## src/rtl/operand_rr_arbiter.sv

```systemverilog
// operand_rr_arbiter
//   Shares one two-operand 8-bit datapath between two requesters with
//   round-robin arbitration (one pair per clock), and routes each result
//   back to its issuer after the datapath's fixed latency LAT.
// Ports:
//   clk_i, reset_i          clock, synchronous active-high reset
//   enable_i                issue enable (in-flight results still return)
//   reqN_valid/a/b_i        requester N operand pair
//   reqN_ready_o            requester N pair accepted this cycle
//   dp_a_o, dp_b_o          operands to the datapath
//   dp_res_i                datapath result, valid LAT clocks after issue
//   rspN_valid_o            rsp_data_o belongs to requester N
//   rsp_data_o              returned result
//   busy_o                  at least one operation in flight
//   issuedN_o               pairs accepted from requester N (wrapping)
module operand_rr_arbiter #(
    parameter int LAT   = 1,
    parameter int CNT_W = 32
) (
    input  logic             clk_i,
    input  logic             reset_i,
    input  logic             enable_i,
    input  logic             req0_valid_i,
    input  logic [7:0]       req0_a_i,
    input  logic [7:0]       req0_b_i,
    output logic             req0_ready_o,
    input  logic             req1_valid_i,
    input  logic [7:0]       req1_a_i,
    input  logic [7:0]       req1_b_i,
    output logic             req1_ready_o,
    output logic [7:0]       dp_a_o,
    output logic [7:0]       dp_b_o,
    input  logic [7:0]       dp_res_i,
    output logic             rsp0_valid_o,
    output logic             rsp1_valid_o,
    output logic [7:0]       rsp_data_o,
    output logic             busy_o,
    output logic [CNT_W-1:0] issued0_o,
    output logic [CNT_W-1:0] issued1_o
);

    logic             w_gnt0;
    logic             w_gnt1;
    logic             w_gnt;
    logic             r_last;          // id granted most recently
    logic [LAT-1:0]   r_vld_pipe;      // tag valid per in-flight stage
    logic [LAT-1:0]   r_id_pipe;       // tag id per in-flight stage
    logic [LAT-1:0]   w_vld_nxt;
    logic [LAT-1:0]   w_id_nxt;
    logic [7:0]       r_dp_a;
    logic [7:0]       r_dp_b;
    logic [7:0]       r_rsp_data;
    logic             r_rsp0;
    logic             r_rsp1;
    logic             r_busy;
    logic [CNT_W-1:0] r_cnt0;
    logic [CNT_W-1:0] r_cnt1;

    // Reset blocks grants so no handshake completes on a reset edge.
    always_comb begin
        w_gnt0 = enable_i && !reset_i && req0_valid_i && (!req1_valid_i || r_last);
        w_gnt1 = enable_i && !reset_i && req1_valid_i && (!req0_valid_i || !r_last);
    end

    assign w_gnt = w_gnt0 || w_gnt1;

    // Next tag-pipeline contents; busy is derived from this so it reflects
    // the state after the edge.
    always_comb begin
        w_vld_nxt    = '0;
        w_id_nxt     = '0;
        w_vld_nxt[0] = w_gnt;
        w_id_nxt[0]  = w_gnt1;
        for (int i = 1; i < LAT; i++) begin
            w_vld_nxt[i] = r_vld_pipe[i-1];
            w_id_nxt[i]  = r_id_pipe[i-1];
        end
    end

    always_ff @(posedge clk_i) begin
        if (reset_i) begin
            r_last     <= 1'b1;
            r_vld_pipe <= '0;
            r_id_pipe  <= '0;
            r_dp_a     <= '0;
            r_dp_b     <= '0;
            r_rsp_data <= '0;
            r_rsp0     <= 1'b0;
            r_rsp1     <= 1'b0;
            r_busy     <= 1'b0;
            r_cnt0     <= '0;
            r_cnt1     <= '0;
        end else begin
            if (w_gnt) begin
                r_dp_a <= w_gnt1 ? req1_a_i : req0_a_i;
                r_dp_b <= w_gnt1 ? req1_b_i : req0_b_i;
                r_last <= w_gnt1;
            end
            if (w_gnt0) r_cnt0 <= r_cnt0 + CNT_W'(1);
            if (w_gnt1) r_cnt1 <= r_cnt1 + CNT_W'(1);
            r_vld_pipe <= w_vld_nxt;
            r_id_pipe  <= w_id_nxt;
            r_busy     <= |w_vld_nxt;
            r_rsp0     <= r_vld_pipe[LAT-1] && !r_id_pipe[LAT-1];
            r_rsp1     <= r_vld_pipe[LAT-1] &&  r_id_pipe[LAT-1];
            if (r_vld_pipe[LAT-1]) r_rsp_data <= dp_res_i;
        end
    end

    assign req0_ready_o = w_gnt0;
    assign req1_ready_o = w_gnt1;
    assign dp_a_o       = r_dp_a;
    assign dp_b_o       = r_dp_b;
    assign rsp0_valid_o = r_rsp0;
    assign rsp1_valid_o = r_rsp1;
    assign rsp_data_o   = r_rsp_data;
    assign busy_o       = r_busy;
    assign issued0_o    = r_cnt0;
    assign issued1_o    = r_cnt1;

endmodule

```

## config.mk

```make
export PLATFORM = sky130hd
export DESIGN_NAME = operand_rr_arbiter
export DESIGN_NICKNAME = d
export VERILOG_FILES = /design/src/rtl/operand_rr_arbiter.sv
export SDC_FILE = /design/constraint.sdc
export NUM_CORES = 1
export LEC_CHECK = 0
export BUFFER_PORTS_ARGS = -buffer_cell sky130_fd_sc_hd__buf_4
export CORE_UTILIZATION = 45
export DETAILED_ROUTE_END_ITERATION = 10
export GPL_ROUTABILITY_DRIVEN = 1
export PLACE_DENSITY = 0.75
export SETUP_SLACK_MARGIN = 0.2
export SYNTH_ARGS = -nofsm -noshare
export SYNTH_HDL_FRONTEND = slang
export SYNTH_SLANG_ARGS = --single-unit
export TNS_END_PERCENT = 1
```

## constraint.sdc

```tcl
create_clock -name clk_i -period 1.61 [get_ports clk_i]
set_input_delay 0.161 -clock clk_i [delete_from_list [all_inputs] [get_ports clk_i]]
set_output_delay 0.161 -clock clk_i [all_outputs]
set_load 0.01 [all_outputs]
```

Yosys cells after proc, flatten, opt, wreduce, memory -nomap -nowiden
Cells that the tools add are included.
- flip-flop bits (word level): 93
- bits of input ports: 45
- output and inout port bits: 93
- word-level logic and storage cells: 29
- $add $sub $neg: 2
- mux-type cells: 2
- reductions and logical operators: 15
- operators with widths (cell ; count):
    adder 32 x 1 -> 32 bit, second input constant ; 2
    two-way mux 8 bit ; 2
    logical AND 1 bit ; 7
    logical NOT 1 bit ; 5
    logical OR 1 bit ; 3

Depth between registers and ports, before layout
Gate-level depths: netlist of run 1.
- depth in word-level cells: 5
- mapped depth: 7
- gate-level depth less buffers: 6

Worst setup path before layout of run 1
No wires, ideal clock.
- kind: flip-flop to flip-flop
- from: register r_cnt0[4], in the netlist issued0_o[4]
- to: register r_cnt0[31], in the netlist issued0_o[31]
- setup time: 0.121 ns
- arrival time: 1.642 ns
- setup slack: -0.152 ns
- stages on the path, launching flop included: 6
- path buffers: 0
- path through: dfxtp_1 > nand4_4 > nor2_4 > nand4_1 > nor4_1 > mux2_2
- cells in the longest elaborated chain, start to end: 1
- RTL lines (what ; line ; source):
    start: declaration ; 56 ; logic [CNT_W-1:0] r_cnt0;
    start signal: assignment ; 99 ; if (w_gnt0) r_cnt0 <= r_cnt0 + CNT_W'(1);
    adder 32 x 1 -> 32 bit ; 99 ;
Every way passes these cells.
A chain may end at the register's enable or synchronous reset.

Worst setup path in the final report of run 1
- from: register r_cnt0[0], in the netlist issued0_o[0]
- to: register r_cnt0[15], in the netlist issued0_o[15]
The elaborated chain is that of the path after synthesis.

==> flow_summary.yaml, run 1 <==
sta:
  max_slew_margin: 0.623
  finalHoldViolCount: 0
  fin_ws_ns: -0.0426
  fin_worst_skew_ns: 0.0114
  period_needed_ns: 1.65
  whs_ns: 0.0406
  rsz0062_at_grt: "true"
  period_share: 1.03
  tns_ns: -0.0991
  final_max_slew_viol_count: 0
  setup_viol: 5
  tightest_slew_ns: 0.566
  fmax_mhz: 605
layout:
  fill_cells: 634
  n_antenna_cell: 0
  multi_input_area_um2: 2330
  area_delta_synth_final_pct: 51.1
  ff_latch_area_um2: 1910
  nets: 713
  final_core_util: 0.710
  drive_above_1_share: 0.441
logic_synthesis:
  synthesis.area_um2: 4140
  synthCells: 469
  ys_ff_latch: 93
  yosysTopAreaCell: "dfxtp_1"
  synth-main-ff-cell: "dfxtp_1"
  synth_edf_count: 0
  ys_async_sr_fraction: 0
  avgSynthCellArea_um2: 8.82
  yosysWarningCount: 0
  ys_types: 47
  syn_nets: 516
  yosysTopAreaCellShare: 0.450
  synthTopCellsByArea: "dfxtp_1 (45%), xor2_1 (7.8%), nor2_1 (7.5%)"
  synth.yosys.seq_area_share: 0.450
critical_path:
  end_kind: "flop"
  r2r-start: "issued0_o[0]"
  rr_endpoint: "issued0_o[15]"
  cp_max_fo: 5
  slowest_stage: "dfxtp_2"
  crit_path_max_incr_delay_ns: 0.35
  required_ns: 1.85
  path_cells: "buf_6, and4_4, nand4_1, nor4_2, xnor2_1, nor2_1"
  crit_type: "reg -> reg"
  cp.arrival_ns: 1.89
  r2r_cells: 6
  regToRegSetupSlack_ns: -0.04
  start_kind: "flop"
global_routing:
  grt_usage: 0.228
  grt_max_degree: 56
  grt.overflow.total: 0
  grt_pass1_wl_um: 17900
  grt_antenna_before_repair: 0
  grt_pass1_vias: 3864
min_path:
  min_from: "dp_res_i[6]"
  whs_endpoint: "rsp_data_o[6]"
  whs_path_depth: 3
  holdCritPathClass: "in -> reg"
place:
  numPortBuffers: 137
  place_congestion: 0.805
  place_hpwl_um: 7780
clock_network:
  htreeDepth: 3
  clk_pin_slew_ns: 0.10
  cts_buffers: 9
  clk_latency_ns: 0.36
  clockBufferDepth: 2
  cts_tree: "yes"
  cts_root_buf: "clkbuf_8"
  numClockSinks: 93
floorplan:
  die_x_um: 97.9
  row_count: 34
  io_pins: 138
  die_y_um: 97.9
  coreArea_um2: 8810
  fp.dieArea_um2: 9580
  initial_core_util: 0.470
drt:
  num_vias: 4095
  wirelength_um: 11200
  ant_nets: 0
  avgRoutedWirePerCell_um: 14.4
  drt-initial-drc-count: 111
  firstDrtPassIters: 8
  vias_per_cell: 5.26
  post-route-drc-count: 7
power_and_ir_drop:
  seq_power_share: 0.542
  power_density_nw_per_um2: 698
  comb_power_share: 0.082
  p_switching_uw: 1030
  vdd_drop_max_mv: 0.514
  power_frac_clock: 0.376
  netSwitchingFraction: 0.236
  p_leak_uw: 0.00273
  intPower_uw: 3340
run_status:
  status: "finished, violations left"
  failed_checks: "DRC, setup timing"
run:
  cap_viol_max_count: 0
## critical path: cells and delay by family (launching register included)
kind,cells,cell delay (ns)
buffers and inverters,1,0.11
DFF,1,0.35
and+or+nand+nor,4,0.89
xor gates and xnor gates,1,0.17
## repair_timing
item                                    4_1_cts  5_1_grt
pin swaps                                    12       30
hold buffers                                  0        0
cloned                                        1        0
gates resized for setup                      22       32
buffers inserted                              3        6
endpoints found under the setup margin       56       65
hold endpoints to repair                      0        0
## Yosys cell counts, drive strengths merged, types with 8 or more instances
master and number:
xnor2 15, nor4 10, and3 8, a311oi 17, xor2 37, mux2i 8
nor2 85, nand2 57, dfxtp 93, nand3 23, clkbuf 15, a21oi 8
nand4 30, inv 10
## power groups by stage
stage          Clock (µW)  Combinational (µW)  Sequential [µW]
4_1_cts              1680                 351             2360
5_1_grt              1760                 388             2370
3_3_place_gp            0                 340             2420
3_5_place_dp            0                 347             2420
2_1_floorplan           0                 134             2430
6_report             1640                 358             2360
## worst max path at each step
stage          cells past startpoint    startpoint       endpoint
4_1_cts                            6  issued0_o[0]  issued0_o[20]
5_1_grt                            6  issued0_o[0]  issued0_o[15]
6_report                           6  issued0_o[0]  issued0_o[15]
3_3_place_gp                       6  issued0_o[0]  issued0_o[20]
2_1_floorplan                      5  issued0_o[5]  issued0_o[31]
3_5_place_dp                       6  issued0_o[0]  issued0_o[18]
## state kept, by name (all words and copies together) (netlist names)
name / count
issued0_o: 32
rsp1_valid_o: 1
busy_o: 1
rsp0_valid_o: 1
r_last: 1
dp_b_o: 8
rsp_data_o: 8
r_id_pipe: 1
dp_a_o: 8
issued1_o: 32
## placed cells by master, fill, tap and decap left out, types with 3 or more instances in the layout
cell	instances
inv_1	8
nand2_1	56
clkbuf_8	9
nand3_2	3
dfxtp_2	27
mux2i_1	8
or3_1	5
and3_1	6
nand4_1	25
nand4_4	4
and4_1	3
nand3_1	18
dfxtp_4	5
nor4_4	5
buf_6	4
xnor2_1	15
nor2_1	81
nor4_2	4
nor3_4	3
dfxtp_1	61
buf_12	4
a21oi_1	8
buf_4	199
a311oi_1	17
xor2_1	37
o21ai_0	6
## area by class of cell
cell class / instances / share of cell area
inverters: 10 / 0.00680
clock buffers: 11 / 0.0244
repair buffers: 207 / 0.259
multi-input cells: 345 / 0.373
well taps: 108 / 0.0216
clock inverters: 5 / 0.00901
flip-flops and latches: 93 / 0.306
## metal layers
metal  GRT usage  share of wire  vias to the layer above
li1            -              -                     2017
met1       0.273           0.43                     1942
met2       0.400           0.51                      115
met3      0.0530          0.049                       21
met4      0.0781          0.016                        0
met5           0              0                        -
## through the flow
stage	cell area, µm²	cells	setup WS, ns	total power [µW]
finish	6250	779	-0.0426	4360
global placement	5760	753	-0.0204	2750
CTS	6090	773	0.0106	4400
global route	6250	779	-0.128	4510
detailed placement	5760	753	-0.114	2770
floorplan	4190	469	-0.0863	2560
## cell families (layout without fill, tap and decap cells)
logic type / after synthesis / count (layout) / synth area share
and+or+nand+nor: 244 / 245 / 0.313
DFF: 93 / 93 / 0.450
xor gates and xnor gates: 52 / 52 / 0.110
AOI/OAI and AO/OA: 37 / 37 / 0.0656
buffers and inverters: 32 / 233 / 0.0336
muxes: 9 / 9 / 0.0221
adders and majority gates: 2 / 2 / 0.00605
Power figures use the tool's default switching activity.
==> inputs of run 2 (changes only) <==
--- a/config.mk
+++ b/config.mk
@@ -5,11 +5,13 @@
 export SDC_FILE = /design/constraint.sdc
 export NUM_CORES = 1
 export LEC_CHECK = 0
+export ABC_AREA = 1
+export ABC_CLOCK_PERIOD_IN_PS = 1610
 export BUFFER_PORTS_ARGS = -buffer_cell sky130_fd_sc_hd__buf_4
 export CORE_UTILIZATION = 45
 export DETAILED_ROUTE_END_ITERATION = 10
 export GPL_ROUTABILITY_DRIVEN = 1
-export PLACE_DENSITY = 0.75
+export PLACE_DENSITY = 0.74
 export SETUP_SLACK_MARGIN = 0.2
 export SYNTH_ARGS = -nofsm -noshare
 export SYNTH_HDL_FRONTEND = slang
==> run 2 against run 1 <==
The flow now finishes without violations. Worst hold slack worse by 0.021 ns. Final area is 2.6% higher. Maximum frequency is 12% higher. Core utilization is 6.6 points lower. Sequential cell count stayed put. Power is 5.1% lower. Via count is 24% higher. Sequential power hardly changed. Die area is 13% higher. Wire length is 19% higher. Non-clock buffer count is 38 lower.
==> flow_summary.yaml, run 2 <==
run_status:
  status: "finished, final reports clean"
clock_network:
  clk_latency_ns: 0.37
  cts_tree: "yes"
  clk_pin_slew_ns: 0.09
  cts_buffers: 9
  htreeDepth: 3
  cts_root_buf: "clkbuf_8"
  numClockSinks: 93
  clockBufferDepth: 2
critical_path:
  end_kind: "flop"
  start_kind: "flop"
  cp.arrival_ns: 1.72
  r2r-start: "issued1_o[4]"
  crit_type: "reg -> reg"
  cp_max_fo: 4
  r2r_cells: 10
  required_ns: 1.85
  regToRegSetupSlack_ns: 0.13
  rr_endpoint: "issued1_o[19]"
drt:
  wl_met3_um: 884
  wl_met1_um: 6100
  highest_layer: "met4"
  wirelength_um: 13400
  vias_per_cell: 4.98
  avgRoutedWirePerCell_um: 13.1
  drt-initial-drc-count: 323
  post-route-drc-count: 0
  firstDrtPassIters: 4
  num_vias: 5098
  ant_nets: 0
  wl_met2_um: 6260
power_and_ir_drop:
  power_uw: 4140
  p_leak_uw: 0.00275
  power_density_nw_per_um2: 646
  vdd_drop_max_mv: 0.430
place:
  place_inst: 998
  place_hpwl_um: 9740
  numPortBuffers: 137
  place_congestion: 1.03
global_routing:
  grt_pass1_vias: 4677
  grt.overflow.total: 0
  grt_antenna_before_repair: 0
  grt_usage: 0.248
  grt_max_degree: 33
  grt_pass1_wl_um: 21900
min_path:
  min_from: "dp_res_i[0]"
  holdCritPathClass: "in -> reg"
  whs_path_depth: 3
  whs_endpoint: "rsp_data_o[0]"
floorplan:
  io_pins: 138
  row_count: 36
  initial_core_util: 0.471
  die_x_um: 104
  coreArea_um2: 9950
  die_y_um: 104
  fp.dieArea_um2: 10800
layout:
  n_antenna_cell: 0
  nets: 934
  fill_cells: 887
  final_cell_mix: "buf_4 (166), nand2_1 (159), nor2_1 (147), inv_1 (86), dfxtp_1 (82)"
  final_core_util: 0.644
  area_delta_synth_final_pct: 36.8
  drive_above_1_share: 0.275
  fin_cells: 1024
  final_common_cell: "buf_4"
logic_synthesis:
  synthesis.area_um2: 4690
  synth_common_cells: "nand2_1 (163), nor2_1 (163), dfxtp_1 (93)"
  synth_compound_area_frac: 0.104
  yosysWarningCount: 0
  synth_top_family_by_area: "simple AND/OR/NAND/NOR gates"
  yosysTopAreaCell: "dfxtp_1"
  ys_async_sr_fraction: 0
  avgSynthCellArea_um2: 6.46
  synthSimpleGateAreaFrac: 0.384
  synthCells: 726
  synthAdderAreaFrac: 0.00534
  syn_nets: 773
  synth.yosys.seq_area_share: 0.397
  yosys.area_share.xor_xnor: 0.0131
  synthMuxAreaShare: 0
  ys_types: 32
  yosysTopAreaCellShare: 0.397
  ys_ff_latch: 93
  synth-main-ff-cell: "dfxtp_1"
  synth_edf_count: 0
  synthTopCellsByArea: "dfxtp_1 (40%), nand2_1 (13%), nor2_1 (13%)"
sta:
  fmax_mhz: 675
  tightest_slew_ns: 0.451
  setup_viol: 0
  final_max_slew_viol_count: 0
  period_share: 0.920
  period_needed_ns: 1.48
  rsz0062_at_grt: "true"
  max_slew_margin: 0.699
  fin_worst_skew_ns: 0.0103
  tns_ns: 0
  finalHoldViolCount: 0
run:
  cap_viol_max_count: 0
[run 2: worst max path at each step]
| stage | startpoint | to | slack (ns) | cells past startpoint |
|---|---|---|---|---|
| 2_1_floorplan | issued1_o[0] | issued1_o[30] | 0.19 | 8 |
| 5_1_grt | issued1_o[18] | issued1_o[31] | 0.03 | 7 |
| 4_1_cts | r_last | req1_ready_o | 0.09 | 5 |
| 6_report | issued1_o[4] | issued1_o[19] | 0.13 | 10 |
| 3_3_place_gp | issued0_o[1] | issued0_o[26] | 0.1 | 8 |
| 3_5_place_dp | issued0_o[1] | issued0_o[26] | 0.02 | 8 |
[run 2: cells by family after synthesis]
| group | Yosys count |
|---|---|
| simple gates | 419 |
| buf+inv | 110 |
| compound gates | 95 |
| flops | 93 |
| xor+xnor | 7 |
| fa+ha+maj | 2 |
[run 2: critical path, cell delays in order, from the launching register on]
cell and delay [ns]:
dfxtp_1 0.34, nand2_1 0.07, inv_1 0.07, nand2_1 0.07, nor2_2 0.14, buf_4 0.14, nand2_1 0.13, nor2_2 0.20
nand3_1 0.09, nand2_1 0.07, nor2_1 0.03
[run 2: area by class of cell]
cell class              count  area, µm²  area share
multi-input cells         523       2540       0.395
clock buffers              11        131      0.0205
flip-flops and latches     93       1880       0.294
repair buffers            169       1320       0.206
inverters                  91        352      0.0548
clock inverters             4       26.3     0.00410
well taps                 133        166      0.0259
[run 2: through the flow]
step | area [µm²] | setup slack (ns) | hold slack, ns
finish | 6410 | 0.129 | 0.0197
floorplan | 4700 | 0.191 | 0.296
global placement | 5950 | 0.0953 | 0.384
CTS | 6170 | 0.0888 | 0.00837
global route | 6410 | 0.0309 | 0.000619
detailed placement | 5950 | 0.0243 | 0.389
[run 2: what timing repair did]
| item | 4_1_cts | 5_1_grt |
|---|---|---|
| hold buffers | 0 | 0 |
| gates cloned | 1 | 0 |
| pin swaps | 3 | 15 |
| buffers inserted | 1 | 9 |
| gates resized for setup | 8 | 50 |
| setup endpoints to repair | 55 | 70 |
[run 2: routing by layer]
| layer | global-route usage | up-vias |
|---|---|---|
| li1 | - | 2616 |
| met5 | 0 | - |
| met1 | 0.324 | 2298 |
| met2 | 0.405 | 171 |
| met4 | 0.0735 | 0 |
| met3 | 0.0576 | 13 |
[run 2: report_power, final]
group	switching [µW]	leakage (µW)	total (µW)	internal [µW]
registers	31.3	0.000759	2370	2340
logic	205	0.00191	405	201
clock network	815	0.0000792	1370	552
total	1050	0.00275	4140	3090
==> inputs of run 3 (changes only) <==
--- a/config.mk
+++ b/config.mk
@@ -12,6 +12,7 @@
 export DETAILED_ROUTE_END_ITERATION = 10
 export GPL_ROUTABILITY_DRIVEN = 1
 export PLACE_DENSITY = 0.74
+export REMOVE_ABC_BUFFERS = 1
 export SETUP_SLACK_MARGIN = 0.2
 export SYNTH_ARGS = -nofsm -noshare
 export SYNTH_HDL_FRONTEND = slang
==> constraint.sdc (replaced) <==
create_clock -name clk_i -period 1.61 [get_ports clk_i]
set_input_delay 0.322 -clock clk_i [delete_from_list [all_inputs] [get_ports clk_i]]
set_output_delay 0.322 -clock clk_i [all_outputs]
set_load 0.01 [all_outputs]
==> run 3 against run 2 <==
Clock skew rose by 0.0015 ns. Combinational power is essentially flat. Final cell count down 0.39%. Register-to-register slack is essentially flat. Largest power group unchanged.
==> flow_summary.yaml, run 3 (synthesis gave the netlist of run 2 again) <==
global_routing:
  grt.overflow.total: 0
  grt_usage: 0.244
  grt_pass1_vias: 4614
  grt_antenna_before_repair: 0
  grt_pass1_wl_um: 21500
  grt_max_degree: 41
floorplan:
  initial_core_util: 0.471
  die_y_um: 104
  io_pins: 138
  fp.dieArea_um2: 10800
  die_x_um: 104
  row_count: 36
  coreArea_um2: 9950
run_status:
  status: "finished, final reports clean"
sta:
  rsz0062_at_grt: "true"
  finalHoldViolCount: 0
  fmax_mhz: 670
  tightest_slew_ns: 0.464
  setup_viol: 0
  fin_worst_skew_ns: 0.0118
  tns_ns: 0
  period_share: 0.927
  final_max_slew_viol_count: 0
  max_slew_margin: 0.691
  period_needed_ns: 1.49
  whs_ns: 0.162
place:
  place_hpwl_um: 9790
  numPortBuffers: 137
  placed_area_um2: 5910
  place_congestion: 0.925
critical_path:
  crit_buf_inv: 3
  cp_max_fo: 3
  slowest_stage: "dfxtp_4"
  path_delay_family: "flip-flops"
  cp.arrival_ns: 1.17
  end_kind: "output pin"
  crit_path_max_incr_delay_ns: 0.39
  crit_type: "reg -> out"
  path_cells: "nand2_4, inv_4, nor2_8, buf_12, buf_6"
  required_ns: 1.29
  start_kind: "flop"
layout:
  fill_cells: 898
  area_delta_synth_final_pct: 37.4
  nets: 929
  final_cell_mix: "buf_4 (160), nand2_1 (155), nor2_1 (142), inv_1 (85), dfxtp_1 (77)"
  final_common_cell: "buf_4"
  n_antenna_cell: 0
  drive_above_1_share: 0.289
  fin_area_um2: 6440
clock_network:
  cts_buffers: 9
  hold_buffers: 0
  clk_latency_ns: 0.38
  htreeDepth: 3
  clk_pin_slew_ns: 0.09
  clockBufferDepth: 2
  numClockSinks: 93
  cts_tree: "yes"
  cts_root_buf: "clkbuf_8"
min_path:
  holdCritPathClass: "in -> reg"
power_and_ir_drop:
  vdd_drop_max_mv: 0.451
  power_uw: 4410
  power_density_nw_per_um2: 684
  p_leak_uw: 0.00275
run:
  cap_viol_max_count: 0
drt:
  post-route-drc-count: 0
  num_vias: 5122
  avgRoutedWirePerCell_um: 13.1
  vias_per_cell: 5.02
  ant_nets: 0
  firstDrtPassIters: 8
  drt-initial-drc-count: 298
  wirelength_um: 13400
-- run 3: changes by cell type in the layout (fill, tap and decap cells not counted), moves of 3 or more --
cell	before	now
buf_4	166	160
buf_6	0	3
dfxtp_1	82	77
dfxtp_2	8	13
nand2_1	159	155
nor2_1	147	142
nor2_2	13	16
-- run 3: area by class of cell --
| class | count | area (µm²) | area share |
|---|---|---|---|
| multi-input combinational | 523 | 2580 | 0.401 |
| sequential | 93 | 1890 | 0.293 |
| timing repair buffer | 164 | 1250 | 0.195 |
| inverter | 91 | 352 | 0.0546 |
| tap | 133 | 166 | 0.0258 |
| clock buffer | 11 | 141 | 0.0219 |
| clock inverter | 5 | 58.8 | 0.00912 |
-- run 3: stage by stage --
stage | util | worst slack (ns) | std cells
after floorplan | - | 0.0622 | 707
after global placement | 0.594 | 0.0644 | 995
after detailed placement | 0.594 | -0.0420 | 995
after CTS | 0.630 | 0.117 | 1016
after global routing | 0.647 | 0.0433 | 1020
final | 0.647 | 0.118 | 1020
-- run 3: final timing paths --
kind | from | cells past startpoint | slack [ns] | to
max | r_last | 5 | 0.12 | req1_ready_o
min reg2reg | r_id_pipe | 1 | 0.42 | rsp0_valid_o
min | dp_res_i[2] | 3 | 0.16 | rsp_data_o[2]
max reg2reg | issued1_o[1] | 8 | 0.12 | issued1_o[27]
-- run 3: metal layers --
layer | up-vias | track usage | wire, µm
li1 | 2592 | - | -
met1 | 2325 | 0.315 | 6100
met2 | 179 | 0.395 | 6180
met3 | 26 | 0.0376 | 792
met4 | 0 | 0.123 | 344
met5 | - | 0 | 0
-- run 3: worst min-delay path, stage by stage --
cell	delay [ns]
buf_4	0.07
nor2_1	0.03
nor2_1	0.08
-- run 3: timing repair --
| item | CTS | global route |
|---|---|---|
| gates resized for setup | 34 | 51 |
| pin swaps | 7 | 13 |
| buffers inserted | 5 | 4 |
| setup endpoints to repair | 56 | 67 |
-- run 3: power breakdown --
part           internal, µW  switching, µW  leakage, µW
clock                   764            868    0.0000959
sequential             2340           30.0     0.000761
combinational           198            208      0.00190
